<file path="config.mk">
export PLATFORM = sky130hd
export DESIGN_NAME = adder_share_arbiter
export DESIGN_NICKNAME = d
export VERILOG_FILES = /design/src/rtl/adder_share_arbiter_pkg.sv /design/src/rtl/kogge_stone_adder.sv /design/src/rtl/round_robin_arbiter.sv /design/src/rtl/adder_share_arbiter.sv
export SDC_FILE = /design/constraint.sdc
export NUM_CORES = 1
export LEC_CHECK = 0
export BUFFER_PORTS_ARGS = -buffer_cell sky130_fd_sc_hd__buf_2
export CAP_MARGIN = 5
export CORE_MARGIN = 8
export CORE_UTILIZATION = 47
export DETAILED_ROUTE_END_ITERATION = 8
export PLACE_DENSITY = 0.82
export SYNTH_ARGS = -nofsm -noshare
export SYNTH_HDL_FRONTEND = slang
export SYNTH_SLANG_ARGS = --single-unit
</file>
<file path="constraint.sdc">
create_clock -name clk -period 6.8 [get_ports clk]
set_input_delay 0.68 -clock clk [delete_from_list [all_inputs] [get_ports clk]]
set_output_delay 0.68 -clock clk [all_outputs]
set_load 0.01 [all_outputs]
</file>
<file path="src/rtl/adder_share_arbiter_pkg.sv">
// Shared definitions for the adder-sharing arbiter: occupancy state encoding
// and the ID-width derivation used by shared-resource arbiters.
package adder_share_arbiter_pkg;

  typedef enum logic {
    OCC_EMPTY = 1'b0,
    OCC_FULL  = 1'b1
  } occ_e;

  // Index width for n requesters; never narrower than one bit.
  function automatic int id_width(input int n);
    return ($clog2(n) > 0) ? $clog2(n) : 1;
  endfunction

endpackage

</file>
<file path="src/rtl/kogge_stone_adder.sv">
// Combinational parallel-prefix (Kogge-Stone) adder with no carry-in.
module kogge_stone_adder #(
  parameter int WIDTH = 32
) (
  input  logic [WIDTH-1:0] a,
  input  logic [WIDTH-1:0] b,
  output logic [WIDTH-1:0] sum,
  output logic             carry_out
);

  // Prefix tree: each level merges (g,p) pairs that are a doubling distance apart.
  function automatic logic [WIDTH:0] ks_add(input logic [WIDTH-1:0] x, input logic [WIDTH-1:0] y);
    logic [WIDTH-1:0] g;
    logic [WIDTH-1:0] p;
    logic [WIDTH-1:0] gn;
    logic [WIDTH-1:0] pn;
    logic [WIDTH-1:0] p0;
    g  = x & y;
    p  = x ^ y;
    p0 = p;
    for (int d = 1; d < WIDTH; d = d * 2) begin
      gn = g;
      pn = p;
      for (int i = d; i < WIDTH; i++) begin
        gn[i] = g[i] | (p[i] & g[i-d]);
        pn[i] = p[i] & p[i-d];
      end
      g = gn;
      p = pn;
    end
    return {g[WIDTH-1], p0 ^ (g << 1)};
  endfunction

  assign {carry_out, sum} = ks_add(a, b);

endmodule

</file>
<file path="src/rtl/round_robin_arbiter.sv">
// Round-robin grant: scans from ptr upward with wrap; first valid request wins.
module round_robin_arbiter import adder_share_arbiter_pkg::*; #(
  parameter  int NUM_REQ = 4,
  localparam int ID_W    = id_width(NUM_REQ)
) (
  input  logic [NUM_REQ-1:0] req,
  input  logic [ID_W-1:0]    ptr,
  input  logic               enable,
  output logic [NUM_REQ-1:0] grant,
  output logic [ID_W-1:0]    idx,
  output logic               found
);

  logic [NUM_REQ-1:0] raw;

  // Priority scan starting at ptr; grant is gated by enable, idx/found are not.
  always_comb begin
    raw   = '0;
    idx   = '0;
    found = 1'b0;
    for (int k = 0; k < NUM_REQ; k++) begin
      if (!found && req[(int'(ptr) + k) % NUM_REQ]) begin
        found = 1'b1;
        idx   = ID_W'((int'(ptr) + k) % NUM_REQ);
        raw[(int'(ptr) + k) % NUM_REQ] = 1'b1;
      end else begin
        found = found;
      end
    end
    grant = raw & {NUM_REQ{enable}};
  end

endmodule

</file>
<file path="src/rtl/adder_share_arbiter.sv">
// Shares one Kogge-Stone adder among NUM_REQ requesters with round-robin
// arbitration and a single-entry registered result stage.
module adder_share_arbiter import adder_share_arbiter_pkg::*; #(
  parameter  int WIDTH   = 32,
  parameter  int NUM_REQ = 4,
  localparam int ID_W    = id_width(NUM_REQ)
) (
  input  logic                     clk,
  input  logic                     rst,
  input  logic [NUM_REQ-1:0]       req_valid,
  input  logic [NUM_REQ*WIDTH-1:0] req_a,
  input  logic [NUM_REQ*WIDTH-1:0] req_b,
  output logic [NUM_REQ-1:0]       req_ready,
  output logic                     res_valid,
  input  logic                     res_ready,
  output logic [ID_W-1:0]          res_id,
  output logic [WIDTH-1:0]         res_sum,
  output logic                     res_carry
);

  occ_e             occ;
  logic [ID_W-1:0]  ptr;
  logic [ID_W-1:0]  win_idx;
  logic [ID_W-1:0]  next_ptr;
  logic             win_found;
  logic             can_accept;
  logic             xfer;
  logic [WIDTH-1:0] op_a;
  logic [WIDTH-1:0] op_b;
  logic [WIDTH-1:0] add_sum;
  logic             add_carry;

  assign res_valid = (occ == OCC_FULL);
  // res_ready reaches req_ready combinationally so a drain and a new accept can share a cycle.
  assign can_accept = !res_valid || res_ready;

  round_robin_arbiter #(.NUM_REQ(NUM_REQ)) u_arb (
    .req    (req_valid),
    .ptr    (ptr),
    .enable (can_accept && !rst),
    .grant  (req_ready),
    .idx    (win_idx),
    .found  (win_found)
  );

  assign xfer     = win_found && can_accept && !rst;
  assign next_ptr = (win_idx == ID_W'(NUM_REQ - 1)) ? '0 : win_idx + ID_W'(1);

  // Only the winner's operands reach the adder, keeping other requesters' data out of res_*.
  always_comb begin
    op_a = '0;
    op_b = '0;
    for (int i = 0; i < NUM_REQ; i++) begin
      if (win_idx == ID_W'(i)) begin
        op_a = req_a[i*WIDTH +: WIDTH];
        op_b = req_b[i*WIDTH +: WIDTH];
      end else begin
        op_a = op_a;
      end
    end
  end

  kogge_stone_adder #(.WIDTH(WIDTH)) u_add (
    .a         (op_a),
    .b         (op_b),
    .sum       (add_sum),
    .carry_out (add_carry)
  );

  // Result register, occupancy state and round-robin pointer.
  always_ff @(posedge clk) begin
    if (rst) begin
      occ       <= OCC_EMPTY;
      ptr       <= '0;
      res_id    <= '0;
      res_sum   <= '0;
      res_carry <= 1'b0;
    end else begin
      case (occ)
        OCC_EMPTY: begin
          if (xfer) begin
            occ <= OCC_FULL;
          end else begin
            occ <= OCC_EMPTY;
          end
        end
        OCC_FULL: begin
          if (xfer) begin
            occ <= OCC_FULL;
          end else if (res_ready) begin
            occ <= OCC_EMPTY;
          end else begin
            occ <= OCC_FULL;
          end
        end
        default: occ <= OCC_EMPTY;
      endcase
      if (xfer) begin
        ptr       <= next_ptr;
        res_id    <= win_idx;
        res_sum   <= add_sum;
        res_carry <= add_carry;
      end else begin
        ptr <= ptr;
      end
    end
  end

endmodule
</file>
### After elaboration in Yosys (flattened, before gate mapping)

Cells that the tools add are included.
Widths: inputs -> output; s select.

| word-level totals | value |
|---|---|
| register bits | 38 |
| output and inout bits | 40 |
| input port bits | 263 |

| operators by class | value |
|---|---|
| mux-type cells | 44 |
| bitwise logic cells | 367 |
| equal/unequal tests | 3 |
| reduce and logical (&&, ||, !) cells | 20 |
| magnitude comparators | 8 |
| add/sub/neg operators | 4 |

Operators by type and width:

| kind | number |
|---|---|
| $mux 32 | 8 |
| $and 1x1->1 | 227 |
| $or 1x1->1 | 129 |
| $xor 32x32->32 | 2 |
| $and 32x32->32 | 1 |
| $mux 1 | 18 |
| $mux 4 | 4 |
| $lt 3x4->1 const B | 3 |
| $or 4x4->4 | 3 |
| $logic_and 1x1->1 | 10 |
| $mux 2 | 5 |
| $ge 3x1->1 const B | 3 |
| $bmux 1 s2 | 4 |
| $demux 1 s2 | 4 |
| $reduce_or 2->1 | 3 |
| $logic_not 1->1 | 5 |
| $add 2x1->2 const B | 2 |
| $add 2x2->2 const B | 2 |
| $and 4x4->4 | 1 |
| $eq 2x2->1 const B | 2 |
| $and 1x1->1 const A | 3 |
| $lt 2x3->1 const B | 1 |
| $eq 2x1->1 const B | 1 |
| $ge 2x1->1 const B | 1 |
| 4 further kinds | 4 |

### Depth between registers and ports, before layout

Gate-level depths: netlist of run 1.

| depth | value |
|---|---|
| depth after elaboration | 30 |
| depth in mapped cells | 28 |
| gate-level depth less buffers | 24 |

### Modules after synthesis

Synthesis of run 1 repeated with hierarchy kept, for this count alone.

| unflattened totals | value |
|---|---|
| cells, all modules | 725 |
| area, all modules | 5634.2 sq um |

By module, submodules not included:

| module | cells each | sequential area each (sq um) | times used | area each (sq um) |
|---|---|---|---|---|
| adder_share_arbiter | 363 | 760.7 | 1 | 3060.4 |
| kogge_stone_adder | 274 | 0.0 | 1 | 1894.3 |
| round_robin_arbiter | 88 | 0.0 | 1 | 679.4 |

### Worst setup path before layout of run 1

Ideal clock, no wire load.

| timing path | value |
|---|---|
| kind | register -> register |
| start point | register ptr[0] |
| end point | register res_sum[30] |
| cell stages (with the launch flop) | 27 |
| library setup time | 0.121 ns |
| required time | 6.679 ns |
| period minus slack after synthesis | 5.443 ns |
| arrival | 5.322 ns |
| slack | 1.357 ns |
| cell sequence | dfxtp_1 -> clkbuf_1 -> inv_1 -> ha_1 -> clkbuf_1 -> inv_1 -> o22ai_1 -> o21ai_0 -> a21oi_1 -> a221oi_1 -> ha_1 -> clkbuf_1 -> clkbuf_1 -> nor2_1 -> a21oi_1 -> nor2_1 -> a21oi_1 -> o21ai_0 -> ha_1 -> fa_1 -> a21o_1 -> a31o_1 -> a21oi_4 -> o211ai_2 -> a211oi_2 -> nor3_2 -> mux2_4 |

| on the way | value |
|---|---|
| word-level cells in the longest chain between the ends | 28 |
| elaborated cells between the ends (all ways) | 128 |
| classes of those cells | 3 x add/sub; 3 x eq/ne; 27 x mux; 86 x bitwise; 9 x reduce/logical |

RTL lines:

| what | line | RTL |
|---|---|---|
| start: declaration | adder_share_arbiter.sv:22 | `logic [ID_W-1:0] ptr;` |
| start signal: assignment | adder_share_arbiter.sv:99 | `ptr <= next_ptr;` |
| start signal: assignment | adder_share_arbiter.sv:104 | `ptr <= ptr;` |
| $add 2x1->2 / $bmux 1 s2 (equally long branches) | round_robin_arbiter.sv:22, round_robin_arbiter.sv:24 |  |
| $bmux 1 s2 / $mux 1 (equally long branches) | round_robin_arbiter.sv:22 | `if (!found && req[(int'(ptr) + k) % NUM_REQ]) begin` |
| $mux 1 (implied by the code) | round_robin_arbiter.sv:22 |  |
| $mux 1 (implied by the code) / $logic_not 1->1 (equally long branches) | round_robin_arbiter.sv:22 |  |
| $logic_and 1x1->1 | round_robin_arbiter.sv:22 |  |
| $mux 1 | round_robin_arbiter.sv:22 |  |
| $logic_not 1->1 | round_robin_arbiter.sv:22 |  |
| $logic_and 1x1->1 | round_robin_arbiter.sv:22 |  |
| [... 12 more ...] | - |  |
| $and 1x1->1 | kogge_stone_adder.sv:25 | `gn[i] = g[i] \| (p[i] & g[i-d]);` |
| $or 1x1->1 | kogge_stone_adder.sv:25 |  |
| $and 1x1->1 / $or 1x1->1 (equally long branches) | kogge_stone_adder.sv:25 |  |
| $or 1x1->1 / $and 1x1->1 (equally long branches) | kogge_stone_adder.sv:25 |  |
| $and 1x1->1 / $or 1x1->1 (equally long branches) | kogge_stone_adder.sv:25 |  |
| $or 1x1->1 / $and 1x1->1 (equally long branches) | kogge_stone_adder.sv:25 |  |
| $or 1x1->1 | kogge_stone_adder.sv:25 |  |
| $xor 32x32->32 | kogge_stone_adder.sv:31 | `return {g[WIDTH-1], p0 ^ (g << 1)};` |
| end signal: assignment | adder_share_arbiter.sv:101 | `res_sum <= add_sum;` |
| end: declaration | adder_share_arbiter.sv:17 | `output logic [WIDTH-1:0] res_sum,` |

Parallel ways exist; a longest one is shown, timed or not. The select of a mux whose other input is x is not followed.
A chain may end at the register's enable or synchronous reset.

### Worst setup path in the final report of run 1

| timing path | value |
|---|---|
| start point | register ptr[0] |
| end point | register res_sum[25] |

| on the way | value |
|---|---|
| word-level cells in the longest chain between the ends | 28 |
| elaborated cells between the ends (all ways) | 115 |
| classes of those cells | 3 x add/sub; 3 x eq/ne; 27 x mux; 73 x bitwise; 9 x reduce/logical |

RTL lines:

| what | line | RTL |
|---|---|---|
| $add 2x1->2 / $bmux 1 s2 (equally long branches) | round_robin_arbiter.sv:22, round_robin_arbiter.sv:24 |  |
| $bmux 1 s2 / $mux 1 (equally long branches) | round_robin_arbiter.sv:22 |  |
| $mux 1 (implied by the code) | round_robin_arbiter.sv:22 |  |
| $mux 1 (implied by the code) / $logic_not 1->1 (equally long branches) | round_robin_arbiter.sv:22 |  |
| $logic_and 1x1->1 | round_robin_arbiter.sv:22 |  |
| $mux 1 | round_robin_arbiter.sv:22 |  |
| $logic_not 1->1 | round_robin_arbiter.sv:22 |  |
| $logic_and 1x1->1 | round_robin_arbiter.sv:22 |  |
| [... 4 more ...] | - |  |
| via u_arb.idx[0] | round_robin_arbiter.sv:10 | `output logic [ID_W-1:0] idx,` |
| [... 8 more ...] | - |  |
| $and 1x1->1 | kogge_stone_adder.sv:25 |  |
| $or 1x1->1 | kogge_stone_adder.sv:25 |  |
| $and 1x1->1 | kogge_stone_adder.sv:25 |  |
| $or 1x1->1 | kogge_stone_adder.sv:25 |  |
| $and 1x1->1 / $or 1x1->1 (equally long branches) | kogge_stone_adder.sv:25 |  |
| $or 1x1->1 / $and 1x1->1 (equally long branches) | kogge_stone_adder.sv:25 |  |
| $or 1x1->1 | kogge_stone_adder.sv:25 |  |
| $xor 32x32->32 * | kogge_stone_adder.sv:31 |  |

Mark *: on every way through the listed nets, which the timed path passes. The rest lies on a longest branch. The select of a mux whose other input is x is not followed.

==> results.toml, run 1 <==
[final_layout]
fillers = 1231
stdcell_count = 1356
multiInputGateArea_mm2 = 0.004599
seqCellArea_um2 = 760.7
area_growth_pct = 30.77
fin_nets = 1514
layout-drive-gt1-share_pct = 28.00

[setup_path]
cpPeakStageDelay_ps = 790
worstSetupStartpointType = "flop"
rr_endpoint = "res_sum[25]"
cp_num_buf_inv = 3
reg2reg_from = "ptr[0]"
cp-end-kind = "flop"
rrSetupSlack_ps = 720
r2r_cells = 21
worstPathArrival_ps = 6240
path_common_cell = "a21oi_1"
crit_chain = "inv_1, ha_1, mux2_2, o32ai_1, nor2_1, inv_1, ha_2, buf_4, nand2_1, nor2_1, a21oi_1, nor2_1, a21oi_1, o21ai_0, ha_1, a21oi_1, o21ai_0, nor3_1, a21oi_1, a31oi_1, o311ai_0"
critical_path_class = "reg -> reg"
required_ps = 6960
slowest_stage = "ha_2"
crit_family = "compound AO/OA/AOI/OAI gates"
crit_fanout = 46

[grt]
grt_max_degree = 81
grt-ovfl-total = 0
grt_pass1_wl_um = 35660
antenna_found_initial = 3
grt_pass1_vias = 7015
grt_usage_pct = 27.13

[clocking]
root_buffer = "clkbuf_16"
clk_path_buf_depth = 2
cts.clk_slew.worst_paths_ps = 50
h-tree-depth = 2
ctsHoldBuffers = 0
cts_setup_buffers = 0
clock-sinks = 38
cts_resized = 0
worst_skew_pair.late_latency_ps = 270
numCtsBuffers = 5
cts_tree = "yes"

[die]
die_w_um = 125.5
die_h_um = 125.5
core_area_mm2 = 0.01186
initial_utilization_pct = 47.52
boundaryPins = 303
rows = 40
dieArea_mm2 = 0.01575

[sta]
finClkSkew_ps = 4.289
fmax_mhz = 164.5
rsz0062_at_grt = "no"
setup_viol = 0
final_max_slew_viol_count = 0
final-hold-violation-count = 0
period_needed_ps = 6079
setup_tns_ps = 0
fin_crit_sh_pct = 89.40
timing.hold.ws_ps = 449.7
slew_headroom_pct = 35.83
tightestPinTransition_ps = 962.6

[pwr]
power_density_mw_per_mm2 = 721.3
p_total_mw = 5.317
ir_drop_mv = 0.3391
pwr-share-clk_pct = 4.9
p_leak_nw = 3.629
p_sw_share_pct = 58.47
combPwrFrac_pct = 87.8
internal_power_mw = 2.208
switchingPower_mw = 3.109
seq_power_share_pct = 7.2

[flow_run]
drv_cap = 0

[detailed_routing]
drt_pass1_iterations = 5
viasPerCell = 5.573
remaining_drc_errors = 0
wirelength_um = 22660
wire_per_inst_um = 16.71
drtAntennaViolNets = 0
drt_iter0_drc = 773
vias = 7557

[min_path]
min_to = "res_sum[26]"
min_from = "res_sum[26]"
hold_class = "reg -> reg"
whs_path_depth = 2

[synthesis]
syn-num-nets = 1266
netlist_area_mm2 = 0.005637
avgSynthCellArea_um2 = 5.878
async_flop_share_pct = 0
seq_area_frac_synth_pct = 13.50
synth_ff_type = "dfxtp_1"
ys_seq_elements = 38
ys_types = 60
yosysWarnings = 0
synth_enable_flop_cells = 0
netlist_instances = 959

[place]
dp_hpwl_um = 18940
dp_cells = 1347
io_buffers = 302
routabilityCongestion = 0.9592

[run_status]
run_status = "finished clean"
-- cell families after synthesis --
| logic type | count (synthesis) | synth area share, % |
|---|---|---|
| AOI/OAI and AO/OA | 356 | 36.09 |
| xor gates and xnor gates | 27 | 4.195 |
| buffers and inverters | 83 | 5.616 |
| adders and majority gates | 44 | 9.900 |
| muxes | 8 | 1.554 |
| and+or+nand+nor | 403 | 29.15 |
| DFF | 38 | 13.50 |
-- final cells by class --
class | count | area share, %
inverter | 13 | 0.6620
timing repair buffer | 311 | 21.76
multi-input combinational | 838 | 62.40
antenna | 2 | 0.06790
sequential | 38 | 10.32
clock buffer | 6 | 1.884
tap | 147 | 2.495
clock inverter | 1 | 0.4074
-- synthesized netlist by cell type, types with 2 or more instances --
library cell | number | share of area, %
a21oi_1 | 171 | 15
inv_1 | 13 | 0.87
nand2b_1 | 5 | 0.55
a32oi_1 | 2 | 0.31
nor2_1 | 155 | 10
nand2_1 | 180 | 12
mux2i_1 | 5 | 0.89
a31o_2 | 4 | 0.62
buf_1 | 12 | 0.80
ha_1 | 43 | 9.5
a211oi_1 | 4 | 0.53
nor3_1 | 10 | 0.89
nand3b_1 | 2 | 0.27
o31ai_1 | 3 | 0.40
nand3_1 | 29 | 2.6
o21bai_1 | 8 | 1.1
a22o_1 | 4 | 0.62
buf_2 | 3 | 0.27
xor2_1 | 16 | 2.5
nand4_1 | 6 | 0.67
nor4_1 | 4 | 0.44
o21ai_0 | 106 | 9.4
xnor2_1 | 11 | 1.7
a31oi_1 | 5 | 0.55
and3_1 | 4 | 0.44
mux2_2 | 2 | 0.40
a22oi_1 | 2 | 0.27
a21o_1 | 16 | 2.1
nor2b_1 | 3 | 0.33
o22ai_1 | 3 | 0.33
a211oi_2 | 2 | 0.44
o211ai_1 | 3 | 0.40
a221oi_1 | 3 | 0.47
o21ai_1 | 4 | 0.36
clkbuf_1 | 54 | 3.6
dfxtp_1 | 38 | 13
-- metal layers --
| layer | up-vias | track usage [%] | wire [µm] | share of wire (%) |
|---|---|---|---|---|
| met5 | - | 0 | 8 | 0.035 |
| met4 | 2 | 6.304 | 344 | 1.5 |
| met3 | 30 | 5.482 | 1873 | 8.3 |
| met2 | 303 | 47.43 | 11130 | 49 |
| met1 | 3376 | 33.26 | 9307 | 41 |
| li1 | 3846 | - | - | - |
-- metrics by stage --
stage | utilization (%) | setup slack [ps] | cell area [µm²]
3_3_place_gp | 60.68 | 936.4 | 7197
6_report | 62.14 | 720.8 | 7371
2_1_floorplan | - | 1357 | 5637
4_1_cts | 62.10 | 761.0 | 7366
5_1_grt | 62.14 | 190.9 | 7371
3_5_place_dp | 60.68 | 770.6 | 7197
-- cell usage in the layout (no fill, tap or decap), types with 6 or more instances in the layout --
cell type	n
nor2_1	155
nand2_1	180
nand3_1	29
dfxtp_1	38
inv_1	13
ha_1	39
nor3_1	10
buf_4	7
a21oi_1	171
xnor2_1	11
a21o_1	16
xor2_1	16
o21ai_0	106
o21bai_1	8
buf_2	302
nand4_1	6
-- flip-flops by register name, summed over array words and instances, names as in the netlist --
signal	flops
ptr	2
res_carry	1
res_id	2
res_sum	32
res_valid	1
-- tightest hold or removal path, cell delays in order, from the launching register on --
cell	delay (ps)
dfxtp_1	320
nand2_1	40
o21ai_0	50
-- how the worst max path moves through the flow --
stage | startpoint | end | slack, ps | depth (start not counted)
2_1_floorplan | ptr[0] | res_sum[30] | 1360 | 26
3_3_place_gp | ptr[0] | res_sum[30] | 940 | 24
3_5_place_dp | ptr[0] | res_sum[31] | 770 | 21
6_report | ptr[0] | res_sum[25] | 720 | 21
5_1_grt | ptr[0] | res_sum[25] | 190 | 21
4_1_cts | ptr[0] | res_sum[31] | 760 | 21
-- power groups by stage --
stage               sequential, mW  combinational, mW  clock, mW
finish                       0.385               4.67      0.262
global route                 0.395               5.19      0.277
CTS                          0.384               4.60      0.266
detailed placement           0.389               4.58          0
global placement             0.385               4.54          0
floorplan                    0.413               3.30          0
Power figures use the tool's default switching activity.
==> inputs of run 2 (changes only) <==
- ABC_AREA: not set -> 1
- CORE_UTILIZATION: 47 -> 48
==> run 2 against run 1 <==
  * Fmax increased by 11%
  * Flip-flop and latch count is the same
  * Hold slack gained 20 ps
  * Clock skew shrank 0.71 ps
  * Sequential share of layout area shrank 0.59 points
  * Register-to-register slack improved by 620 ps
  * Global-route usage rose by 1.8 points
  * Routed wire length is 8.9% higher
  * Critical path type unchanged
  * Critical endpoint is now res_sum[23]
==> results.toml, run 2 <==
[synthesis]
seq_area_frac_synth_pct = 12.60
synth_enable_flop_cells = 0
avgSynthCellArea_um2 = 5.450
synth_common_cells = "368 x nand2_1, 149 x inv_1, 109 x nor2_1"
synth.area.top_cells = "nand2_1 23%, dfxtp_1 13%, inv_1 9.3%"
yosysWarnings = 0
async_flop_share_pct = 0
yosys.area.top_type_share_pct = 22.88
netlist_instances = 1108
ys_seq_elements = 38
syn-num-nets = 1415
synth_ff_type = "dfxtp_1"
ys_types = 34
synth_most_common_cell = "nand2_1"
synth_top_cell_by_area = "nand2_1"
netlist_area_mm2 = 0.006038

[setup_path]
cpPeakStageDelay_ps = 790
cp-end-kind = "flop"
slowest_stage = "nor2_4"
worstSetupStartpointType = "flop"
crit_fanout = 45
worstPathArrival_ps = 5650
critical_path_class = "reg -> reg"
required_ps = 6990
path_common_cell = "nand2_1"

[run_status]
run_status = "finished clean"

[grt]
grt_max_degree = 72
grt_usage_pct = 28.96
grt_pass1_wl_um = 38300
antenna_found_initial = 2
grt_pass1_vias = 7717
grt-ovfl-total = 0

[detailed_routing]
vias = 8032
wirelength_um = 24670
remaining_drc_errors = 0
wire_per_inst_um = 15.92
drtAntennaViolNets = 0
viasPerCell = 5.182
drt_pass1_iterations = 5
drt_iter0_drc = 560

[clocking]
cts_tree = "yes"
clock-sinks = 38
worst_skew_pair.late_latency_ps = 280
cts_resized = 0
root_buffer = "clkbuf_16"
ctsHoldBuffers = 0
cts_setup_buffers = 0
numCtsBuffers = 5
clk_path_buf_depth = 2
h-tree-depth = 2
cts.clk_slew.worst_paths_ps = 60

[min_path]
hold_class = "reg -> reg"

[die]
initial_utilization_pct = 48.44
core_area_mm2 = 0.01247
die_w_um = 128.2
dieArea_mm2 = 0.01643
die_h_um = 128.2
boundaryPins = 303
rows = 41

[final_layout]
largest-register = "res_sum"
largest_reg_flops = 32
area_growth_pct = 29.40
fin_nets = 1683
reg_top3 = "res_sum: 32 flops, ptr: 2 flops, res_id: 2 flops"
layout_common_cells = "368 x nand2_1, 302 x buf_2, 148 x inv_1"
layout-drive-gt1-share_pct = 25.34
layout_commonest_cell = "nand2_1"

[sta]
setup_viol = 0
rsz0062_at_grt = "no"
fin_crit_sh_pct = 80.34
fmax_mhz = 183.0
setup_tns_ps = 0
slew_headroom_pct = 25.70
final_max_slew_viol_count = 0
tightestPinTransition_ps = 1113
finClkSkew_ps = 3.577
period_needed_ps = 5463
final-hold-violation-count = 0

[place]
dp_hpwl_um = 20810
io_buffers = 302
routabilityCongestion = 0.9826

[flow_run]
drv_cap = 0
==> run 2: cell types whose count changed in the layout (fill, tap and decap cells not counted), sizes merged, moves of 15 or more <==
cell   change
a22oi     +52
o21ai     -40
inv      +141
nand2    +193
nor2      -43
a21o      -15
xor2      -15
nand3     +51
a21oi    -101
==> run 2: per-stage QoR <==
stage | hold slack (ps) | util, % | cell area [µm²] | instances | setup slack [ps]
floorplan | 486.2 | - | 6038 | 1108 | 2373
global placement | 454.3 | 61.11 | 7617 | 1541 | 1511
detailed placement | 463.1 | 61.11 | 7617 | 1541 | 1434
CTS | 471.5 | 62.66 | 7811 | 1549 | 1414
global route | 481.8 | 62.66 | 7811 | 1549 | 730.5
finish | 469.3 | 62.68 | 7814 | 1550 | 1337
==> run 2: cell families after synthesis <==
kind of cell / after synthesis / synth area share (%)
compound gates: 230 / 23.39
xor+xnor: 15 / 2.176
fa+ha+maj: 44 / 9.242
buf+inv: 205 / 13.47
flops: 38 / 12.60
simple gates: 576 / 39.12
==> run 2: final timing paths <==
| check | from | end | slack [ps] | cells past startpoint |
|---|---|---|---|---|
| worst min register to register | res_id[1] | res_id[1] | 470 | 2 |
| worst min-delay path | res_id[1] | res_id[1] | 470 | 2 |
| worst max register to register | ptr[0] | res_sum[23] | 1340 | 32 |
| worst max-delay path | ptr[0] | res_sum[23] | 1340 | 32 |
==> run 2: critical path: cells and delay by family (launching register included) <==
family / cells / cell delay, ps
AO/OA/AOI/OAI: 5 / 640
adder cells (fa/ha/maj): 3 / 900
buffers and inverters: 8 / 860
flip-flops: 1 / 670
AND/OR/NAND/NOR: 16 / 2270
==> run 2: metal layers <==
layer | part of all wire [%] | track usage [%] | up-vias
met5 | 0.036 | 0 | -
met3 | 9.5 | 8.819 | 76
li1 | - | - | 4142
met1 | 39 | 31.65 | 3453
met4 | 4.5 | 12.94 | 2
met2 | 47 | 50.50 | 359
==> run 2: cell type report <==
cell class                 instances  area, µm²
antenna                            1      2.502
tap                              172      215.2
clock buffer                       5      125.1
inverter                         154      580.6
sequential                        38      760.7
timing repair buffer             312       1587
multi-input combinational        865       4474
fill                            1290       4652
clock inverter                     3      68.82
Power of run 2 is left out: the tool's default activity adds up to more than one toggle a clock period on the data nets, which glitch-free logic cannot reach.
